[src/rtl/vending_ctrl_multi.sv]
// ---------------------------------------------------------------------------
// vending_ctrl_multi
//
// Multi-product vending controller. It accepts 5-unit (c5) and 10-unit (c10)
// coins and NFC payment, and sells one of N_PROD products at a common PRICE.
// Change is returned one 5-unit coin per cycle. Credit is refunded on cancel
// or on a water fault, and sales are blocked while the water level is below
// WATER_MIN.
//
// Ports:
//   clk       rising-edge clock
//   rst       asynchronous active-low reset
//   c5, c10   coin pulses (1 / 2 credit units)
//   nfc       NFC payment strobe
//   sel       one-hot product select, sampled every cycle
//   cancel    refund request pulse
//   stock     per-product availability (1 = available)
//   water     water level
//   dispense  one-hot actuator drive, held for DISP_CYC cycles
//   change    one pulse per returned 5-unit coin
//   reject    coin bounced (cycle after the offending coin)
//   credit    current credit in 5-unit coins
//   busy      high while dispensing or returning change
//   error     high while in the water-fault state
//
// All outputs are registered.
// ---------------------------------------------------------------------------
module vending_ctrl_multi #(
  parameter int N_PROD     = 4,
  parameter int CREDIT_W   = 6,
  parameter int PRICE      = 3,
  parameter int MAX_CREDIT = 6,
  parameter int WATER_W    = 5,
  parameter int WATER_MIN  = 4,
  parameter int DISP_CYC   = 3
) (
  input  logic                clk,
  input  logic                rst,
  input  logic                c5,
  input  logic                c10,
  input  logic                nfc,
  input  logic [N_PROD-1:0]   sel,
  input  logic                cancel,
  input  logic [N_PROD-1:0]   stock,
  input  logic [WATER_W-1:0]  water,
  output logic [N_PROD-1:0]   dispense,
  output logic                change,
  output logic                reject,
  output logic [CREDIT_W-1:0] credit,
  output logic                busy,
  output logic                error
);

  // The dispense counter only needs to hold DISP_CYC-1.
  localparam int CNT_W = (DISP_CYC > 1) ? $clog2(DISP_CYC) : 1;

  localparam logic [CNT_W-1:0]    CNT_LOAD  = CNT_W'(DISP_CYC - 1);
  localparam logic [CNT_W-1:0]    CNT_ZERO  = {CNT_W{1'b0}};
  localparam logic [CREDIT_W-1:0] PRICE_C   = CREDIT_W'(PRICE);
  localparam logic [CREDIT_W:0]   MAX_C     = (CREDIT_W + 1)'(MAX_CREDIT);
  localparam logic [CREDIT_W-1:0] CRED_ZERO = {CREDIT_W{1'b0}};
  localparam logic [CREDIT_W-1:0] CRED_ONE  = CREDIT_W'(1);
  localparam logic [N_PROD-1:0]   SEL_ZERO  = {N_PROD{1'b0}};
  localparam logic [N_PROD-1:0]   SEL_ONE   = N_PROD'(1);
  localparam logic [WATER_W-1:0]  WATER_TH  = WATER_W'(WATER_MIN);

  typedef enum logic [2:0] {
    ST_IDLE     = 3'd0,
    ST_CREDIT   = 3'd1,
    ST_DISPENSE = 3'd2,
    ST_CHANGE   = 3'd3,
    ST_ERROR    = 3'd4
  } state_t;

  state_t              state_r,     state_nxt_s;
  logic [CREDIT_W-1:0] credit_r,    credit_nxt_s;
  logic [CNT_W-1:0]    cnt_r,       cnt_nxt_s;
  logic [N_PROD-1:0]   sel_lat_r,   sel_lat_nxt_s;
  logic [N_PROD-1:0]   dispense_r,  dispense_nxt_s;
  logic                change_r,    change_nxt_s;
  logic                reject_r,    reject_nxt_s;
  logic                busy_r,      busy_nxt_s;
  logic                error_r,     error_nxt_s;

  logic                fault_s;
  logic                onehot_s;
  logic                sel_ok_s;
  logic                coin_s;
  logic                coin_ok_s;
  logic [CREDIT_W:0]   sum_s;
  logic                fits_s;

  assign fault_s  = (water < WATER_TH);
  assign onehot_s = (sel != SEL_ZERO) && ((sel & (sel - SEL_ONE)) == SEL_ZERO);
  assign sel_ok_s = onehot_s && ((sel & stock) != SEL_ZERO);
  assign coin_s   = c5 | c10;
  // {c10, c5} read as a binary number is exactly the increment: 1, 2 or 3.
  assign sum_s    = {1'b0, credit_r} + (CREDIT_W + 1)'({c10, c5});
  assign fits_s   = (sum_s <= MAX_C);

  assign dispense = dispense_r;
  assign change   = change_r;
  assign reject   = reject_r;
  assign credit   = credit_r;
  assign busy     = busy_r;
  assign error    = error_r;

  // State, credit, dispense bookkeeping and registered outputs.
  always_ff @(posedge clk or negedge rst) begin
    if (!rst) begin
      state_r    <= ST_IDLE;
      credit_r   <= CRED_ZERO;
      cnt_r      <= CNT_ZERO;
      sel_lat_r  <= SEL_ZERO;
      dispense_r <= SEL_ZERO;
      change_r   <= 1'b0;
      reject_r   <= 1'b0;
      busy_r     <= 1'b0;
      error_r    <= 1'b0;
    end else begin
      state_r    <= state_nxt_s;
      credit_r   <= credit_nxt_s;
      cnt_r      <= cnt_nxt_s;
      sel_lat_r  <= sel_lat_nxt_s;
      dispense_r <= dispense_nxt_s;
      change_r   <= change_nxt_s;
      reject_r   <= reject_nxt_s;
      busy_r     <= busy_nxt_s;
      error_r    <= error_nxt_s;
    end
  end

  // Next-state and credit arithmetic; priority fault > cancel > purchase > coin.
  always_comb begin
    state_nxt_s   = state_r;
    credit_nxt_s  = credit_r;
    cnt_nxt_s     = cnt_r;
    sel_lat_nxt_s = sel_lat_r;
    coin_ok_s     = 1'b0;
    case (state_r)
      ST_IDLE, ST_CREDIT: begin
        if (fault_s) begin
          // Any credit held is refunded before entering the error state.
          state_nxt_s = (credit_r != CRED_ZERO) ? ST_CHANGE : ST_ERROR;
        end else if (cancel && (state_r == ST_CREDIT)) begin
          state_nxt_s = (credit_r != CRED_ZERO) ? ST_CHANGE : ST_IDLE;
        end else if (sel_ok_s && (nfc || (credit_r >= PRICE_C))) begin
          state_nxt_s   = ST_DISPENSE;
          cnt_nxt_s     = CNT_LOAD;
          sel_lat_nxt_s = sel;
          // NFC pays in full, so coin credit is kept for refund later.
          if (nfc) begin
            credit_nxt_s = credit_r;
          end else begin
            credit_nxt_s = credit_r - PRICE_C;
          end
        end else if (coin_s && fits_s) begin
          coin_ok_s    = 1'b1;
          credit_nxt_s = sum_s[CREDIT_W-1:0];
          state_nxt_s  = ST_CREDIT;
        end else begin
          state_nxt_s = state_r;
        end
      end
      ST_DISPENSE: begin
        if (cnt_r == CNT_ZERO) begin
          sel_lat_nxt_s = SEL_ZERO;
          state_nxt_s   = (credit_r != CRED_ZERO) ? ST_CHANGE : ST_IDLE;
        end else begin
          cnt_nxt_s = cnt_r - CNT_W'(1);
        end
      end
      ST_CHANGE: begin
        if (credit_r != CRED_ZERO) begin
          credit_nxt_s = credit_r - CRED_ONE;
        end else begin
          credit_nxt_s = CRED_ZERO;
        end
        // Leave on the cycle that returns the last coin.
        if (credit_r <= CRED_ONE) begin
          state_nxt_s = fault_s ? ST_ERROR : ST_IDLE;
        end else begin
          state_nxt_s = ST_CHANGE;
        end
      end
      ST_ERROR: begin
        if (!fault_s) begin
          state_nxt_s = ST_IDLE;
        end else begin
          state_nxt_s = ST_ERROR;
        end
      end
      default: begin
        state_nxt_s   = ST_IDLE;
        credit_nxt_s  = CRED_ZERO;
        cnt_nxt_s     = CNT_ZERO;
        sel_lat_nxt_s = SEL_ZERO;
      end
    endcase
  end

  // Output values, derived from the next state so they line up with it.
  always_comb begin
    dispense_nxt_s = SEL_ZERO;
    change_nxt_s   = 1'b0;
    busy_nxt_s     = 1'b0;
    error_nxt_s    = 1'b0;
    // Every coin that is not taken into credit bounces.
    reject_nxt_s   = coin_s && !coin_ok_s;
    case (state_nxt_s)
      ST_DISPENSE: begin
        dispense_nxt_s = sel_lat_nxt_s;
        busy_nxt_s     = 1'b1;
      end
      ST_CHANGE: begin
        change_nxt_s = 1'b1;
        busy_nxt_s   = 1'b1;
      end
      ST_ERROR: begin
        error_nxt_s = 1'b1;
      end
      default: begin
        dispense_nxt_s = SEL_ZERO;
      end
    endcase
  end

endmodule

[config.mk]
export PLATFORM = sky130hd
export DESIGN_NAME = vending_ctrl_multi
export DESIGN_NICKNAME = d
export VERILOG_FILES = /design/src/rtl/vending_ctrl_multi.sv
export SDC_FILE = /design/constraint.sdc
export NUM_CORES = 1
export LEC_CHECK = 0
export ABC_AREA = 1
export BUFFER_PORTS_ARGS = -buffer_cell sky130_fd_sc_hd__buf_2
export CAP_MARGIN = 5
export CORE_ASPECT_RATIO = 0.5
export CORE_MARGIN = 2
export CORE_UTILIZATION = 50
export CTS_BUF_LIST = sky130_fd_sc_hd__clkbuf_4 sky130_fd_sc_hd__clkbuf_8 sky130_fd_sc_hd__clkbuf_16
export DETAILED_ROUTE_END_ITERATION = 8
export PLACE_DENSITY = 0.72
export SETUP_SLACK_MARGIN = 0.1
export SLEW_MARGIN = 20
export SYNTH_ARGS = -nofsm -noshare
export SYNTH_HDL_FRONTEND = slang
export SYNTH_SLANG_ARGS = --single-unit
[constraint.sdc]
create_clock -name clk -period 2.3 [get_ports clk]
set_clock_uncertainty 0.2 [all_clocks]
set_input_delay 0.23 -clock clk [delete_from_list [all_inputs] [get_ports clk]]
set_output_delay 0.23 -clock clk [all_outputs]
set_load 0.01 [all_outputs]
## Word-level counts from Yosys, hierarchy flattened

Index checks and enable logic that the tools add are counted.

| cells by class | value |
|---|---|
| $add $sub $neg | 5 |
| magnitude comparators | 4 |
| equality and inequality tests | 13 |
| mux-type cells | 36 |
| bitwise operators | 5 |
| reductions and logical operators | 20 |

Operator list:

| kind | count |
|---|---|
| 2-to-1 mux 6 bit | 6 |
| 2-to-1 mux 3 bit | 8 |
| 2-to-1 mux 4 bit | 5 |
| one-hot mux 6 bit (3 select lines) | 1 |
| equality test 3 x 2 -> 1 bit (second input constant) | 4 |
| one-hot mux 3 bit (4 select lines) | 1 |
| one-hot mux 4 bit (3 select lines) | 1 |
| 2-to-1 mux 2 bit | 5 |
| AND reduction 5 bit | 2 |
| bitwise AND 4 bit | 2 |
| 2-to-1 mux 1 bit | 8 |
| != test 2 bit (second input constant) | 4 |
| nonzero test 4 bit | 2 |
| OR reduction 2 bit | 4 |
| adder 6 x 2 -> 7 bit | 1 |
| <= comparator 7 x 3 -> 1 bit (second input constant) | 1 |
| equality test 3 bit (second input constant) | 2 |
| >= comparator 6 x 2 -> 1 bit (second input constant) | 1 |
| <= comparator 6 x 1 -> 1 bit (second input constant) | 1 |
| logical AND 1 bit | 6 |
| != test 3 bit (second input constant) | 2 |
| one-hot mux 2 bit (3 select lines) | 1 |
| nonzero test 6 bit | 1 |
| subtractor 6 x 1 -> 6 bit (second input constant) | 1 |
| other kinds (12) | 13 |

| storage, ports and cells | value |
|---|---|
| register bits | 23 |
| output and inout port bits | 14 |
| word-level logic and storage cells | 92 |

## Longest topological paths before layout

| depth | value |
|---|---|
| depth in word-level cells | 13 |
| mapped depth | 17 |
| depth with buffers taken out | 17 |

## Least setup slack after synthesis

No wires, ideal clock.

| timing | value |
|---|---|
| kind | register to register |
| start | register credit_r[0] (netlist: credit[0]) |
| end | register credit_r[4] (netlist: credit[4]) |
| library setup time | 0.076 ns |
| arrival | 2.084 ns |
| required time | 2.024 ns |
| slack | -0.061 ns |
| cell stages (with the launch flop) | 16 |
| cell sequence | dfrtp_1 ha_1 inv_1 fa_1 inv_1 nand3_1 nand2_1 nand3_1 nor2_1 nand2_2 nand2_1 nand2_1 a21oi_2 buf_6 nand2_1 o21ai_1 |

| on the way | value |
|---|---|
| longest elaborated chain between the ends | 7 |

Ends and longest elaborated chain:

| item | line | source |
|---|---|---|
| start, declared | 76 | `logic [CREDIT_W-1:0] credit_r, credit_nxt_s;` |
| start signal, assigned | 122 | `credit_r <= credit_nxt_s;` |
| branches (longest 7 deep; another with adder 6 x 2 -> 7 bit) | n/a |  |

Parallel ways; which one is timed is not known. The select of a mux whose other input is x is not followed.
A chain may end at the register's enable or synchronous reset.

## Worst setup path in the final report

| timing | value |
|---|---|
| start | register credit_r[0] (netlist: credit[0]) |
| end | register credit_r[2] (netlist: credit[2]) |

The elaborated chain is that of the path after synthesis.

==> flow_metrics.env <==
export IMPL_p_leak_nw=1.13
export IMPL_r2r_end="credit[2]"
export IMPL_r2r_worst_path_cells=14
export IMPL_layout_commonest_cell="sky130_fd_sc_hd__nand2_1"
export IMPL_critical_path_startpoint_type="flip-flop"
export IMPL_worst_ir_drop_vdd_uv=242
export IMPL_coreArea_sq_um=3120
export IMPL_postRouteAntennaNets=0
export IMPL_timing_slew_headroom_pct=63.8
export IMPL_global_route_wire_length_before_repair_um=6870
export IMPL_layout_worst_path_cycle_share_pct=104
export IMPL_cts_buffer_depth=2
export IMPL_slowest_stage="sky130_fd_sc_hd__fa_2"
export IMPL_placementRows=14
export IMPL_cts_buffers_inserted=3
export IMPL_die_width_um=86.3
export IMPL_worst_path_max_fanout=6
export IMPL_ys_seq_area_share_pct=34.0
export IMPL_totalNegativeSetupSlack_ns=-1.08
export IMPL_finalWorstSetupSlack_ns=-0.103
export IMPL_final_hold_violation_count=0
export IMPL_h_tree_depth=1
export IMPL_grt_pass1_vias=1565
export IMPL_outcome="complete, but fails checks"
export IMPL_via_density_per_instance=5.14
export IMPL_synth_area_leaders="sky130_fd_sc_hd__dfrtp_1 (34%), sky130_fd_sc_hd__nand2_1 (14%), sky130_fd_sc_hd__inv_1 (8.9%), sky130_fd_sc_hd__nor2_1 (6.0%), sky130_fd_sc_hd__nand3_1 (5.0%)"
export IMPL_antenna_diode_count=0
export IMPL_ys_dominant_reg_cell="sky130_fd_sc_hd__dfrtp_1"
export IMPL_failing_checks="negative setup slack"
export IMPL_synthesis_area_sq_um=1690
export IMPL_clk_transition_reported_paths_ns=0.10
export IMPL_worstHoldPathType="primary input to flip-flop"
export IMPL_gr_usage_all_layers_pct=22.6
export IMPL_num_nets_final=318
export IMPL_ff2ff_setup_slack_ns=-0.10
export IMPL_synth_largest_area_cell="sky130_fd_sc_hd__dfrtp_1"
export IMPL_buffer_ports_inserted=30
export IMPL_synth_seq_cells=23
export IMPL_clk_root_buffer_cell="sky130_fd_sc_hd__clkbuf_8"
export IMPL_yosys_area_top_type_share_pct=34.0
export IMPL_area_growth_from_synthesis_to_layout_pct=27.3
export IMPL_timing_max_transition_violations_final=0
export IMPL_path_common_cell="sky130_fd_sc_hd__nand2_2"
export IMPL_period_minus_slack_ns=2.40
export IMPL_ratio_of_cells_with_drive_above_1_in_the_final_layout_pct=31.6
export IMPL_synth_nets=272
export IMPL_globalRoute_totalOverflow=0
export IMPL_finalSetupViolCount=13
export IMPL_finalWeightedCongestion=0.926
export IMPL_initial_antenna_violation_count=0
export IMPL_tritoncts_num_sinks=23
export IMPL_clk_insertion_delay_late_ns=0.28
export IMPL_finalHoldWorstSlack_ns=0.0683
export IMPL_floorplan_io_pins=33
export IMPL_min_to="reject"
export IMPL_max_clock_freq_ghz=0.416
export IMPL_die_height_um=45.1
export IMPL_number_of_standard_cells_after_synthesis=246
export IMPL_grt_max_degree=24
export IMPL_synth_edff_count=0
export IMPL_hp_start="c10"
export IMPL_max_cap_violations=0
export IMPL_wire_per_inst_um=12.5
export IMPL_post_synth_num_cell_types=30
export IMPL_synth_warning_count=0
export IMPL_detail_route_drc_violations=0
export IMPL_timing_critical_path_cells="ha_4, inv_2, fa_2, nor2_2, nand3_2, nand3_2, nor2_2, nand2_2, nand2_2, nand2_2, a21oi_4, buf_6, nand2_1, o21ai_1"
export IMPL_worst_slew_pin_slew_ns=0.542
export IMPL_worstHoldPathCells=3
export IMPL_synth_async_reset_ratio_pct=100
export IMPL_dr_first_iter_drc_count=60
export IMPL_leading_cell_types_in_the_layout_fill_and_taps_excluded="sky130_fd_sc_hd__nand2_1 (51), sky130_fd_sc_hd__inv_1 (38), sky130_fd_sc_hd__buf_2 (30)"
export IMPL_initial_utilization_pct=54.3
export IMPL_detailedRoute_firstPassIterationCount=4
export IMPL_tritoncts_clock_tree="yes"
export IMPL_crit_arrival_ns=2.42
export IMPL_via_count=1700
export IMPL_grt_setup_unrepaired="true"
export IMPL_r2r_start="credit[0]"
export IMPL_critPathMaxStageDelay_ns=0.58
export IMPL_design_die_area_sq_um=3900
export IMPL_timing_critical_path_required_ns=2.31
export IMPL_power_per_cell_area_nw_per_um2=355
export IMPL_synth_avg_cell_area_sq_um=6.88
export IMPL_dp_slack_ns=-0.0294
export IMPL_dp_hpwl_um=3130
export IMPL_route_final_wire_length_um=4130
export IMPL_critical_path_class="flip-flop to flip-flop"
export IMPL_worstSetupEndpointType="flip-flop"
==> how the worst max path moves through the flow <==
stage / slack (ns) / endpoint / start
floorplan: 0.03 / credit[4] / credit[0]
global placement: 0.002 / credit[5] / credit[0]
detailed placement: -0.03 / credit[1] / credit[0]
CTS: -0.06 / credit[1] / credit[0]
global route: -0.26 / credit[0] / credit[0]
finish: -0.10 / credit[2] / credit[0]
==> report_power, final <==
part           internal (mW)  total, mW  switching [mW]
Combinational         0.0371     0.0925          0.0554
Clock                  0.122      0.267           0.145
Sequential             0.405      0.405        0.000135
==> routing by layer <==
metal	part of all wire, %	vias to the layer above	GRT usage [%]
met4	1.4	0	7.50
li1	-	875	-
met2	48	36	40.0
met1	46	780	28.5
met5	0	-	0
met3	3.9	9	4.57
==> metrics by stage <==
| stage | instances | util, % | total power, mW | cell area, sq um |
|---|---|---|---|---|
| final | 331 | 69.1 | 0.764 | 2150 |
| after global routing | 331 | 69.1 | 0.794 | 2150 |
| after CTS | 330 | 65.5 | 0.758 | 2040 |
| after detailed placement | 322 | 62.6 | 0.495 | 1950 |
| after global placement | 322 | 62.6 | 0.491 | 1950 |
| after floorplan | 246 | - | 0.457 | 1710 |
==> worst max-delay path: cells and delay by family, from the launching register on <==
family | cells | cell delay (ns)
and+or+nand+nor | 8 | 0.57
buffers and inverters | 2 | 0.19
AOI/OAI and AO/OA | 2 | 0.25
DFF | 1 | 0.40
adders and majority gates | 2 | 0.72
==> area by class of cell <==
cell class	instances	area, sq um
tap	40	50.0
multi-input combinational	176	1040
timing repair buffer	45	280
inverter	43	161
sequential	23	577
clock inverter	1	5.00
fill	282	963
clock buffer	3	41.3
==> state kept, by name, summed over array words and instances, names as in the netlist <==
name and cells:
busy 1, change 1, cnt_r 2, credit 6
dispense 4, error 1, reject 1, sel_lat_r 4
state_r 3
==> cells in the mapped netlist (2+ instances only) <==
library cell               instances
sky130_fd_sc_hd__nand2_1          63
sky130_fd_sc_hd__inv_1            40
sky130_fd_sc_hd__nor2_1           27
sky130_fd_sc_hd__dfrtp_1          23
sky130_fd_sc_hd__nand3_1          17
sky130_fd_sc_hd__o21ai_0          12
sky130_fd_sc_hd__a21oi_1           9
sky130_fd_sc_hd__o21ai_1           9
sky130_fd_sc_hd__ha_1              6
sky130_fd_sc_hd__xor2_1            5
sky130_fd_sc_hd__inv_2             3
sky130_fd_sc_hd__nand2_2           3
sky130_fd_sc_hd__nand4_1           3
sky130_fd_sc_hd__nor3_1            3
sky130_fd_sc_hd__o211ai_1          3
sky130_fd_sc_hd__and2_1            2
sky130_fd_sc_hd__buf_6             2
sky130_fd_sc_hd__nor2_2            2
sky130_fd_sc_hd__o221ai_1          2
sky130_fd_sc_hd__xnor2_1           2
==> cells by family (layout without fill, tap and decap cells) <==
family | Yosys count | in the layout | share of synthesized area, %
flip-flops | 23 | 23 | 34.0
adder cells (fa/ha/maj) | 7 | 7 | 5.62
AND/OR/NAND/NOR | 122 | 122 | 30.8
buffers and inverters | 47 | 92 | 11.6
XOR/XNOR | 7 | 7 | 3.62
AO/OA/AOI/OAI | 40 | 40 | 14.3
==> what timing repair did <==
item                                    in CTS  in global routing
pin swaps                                    4                 13
hold buffers                                 1                  0
hold endpoints to repair                    23                  0
setup buffers                                3                  1
endpoints found under the setup margin      13                 18
gates resized for setup                      4                 30
Note: power is estimated with default switching activity, not from simulation.
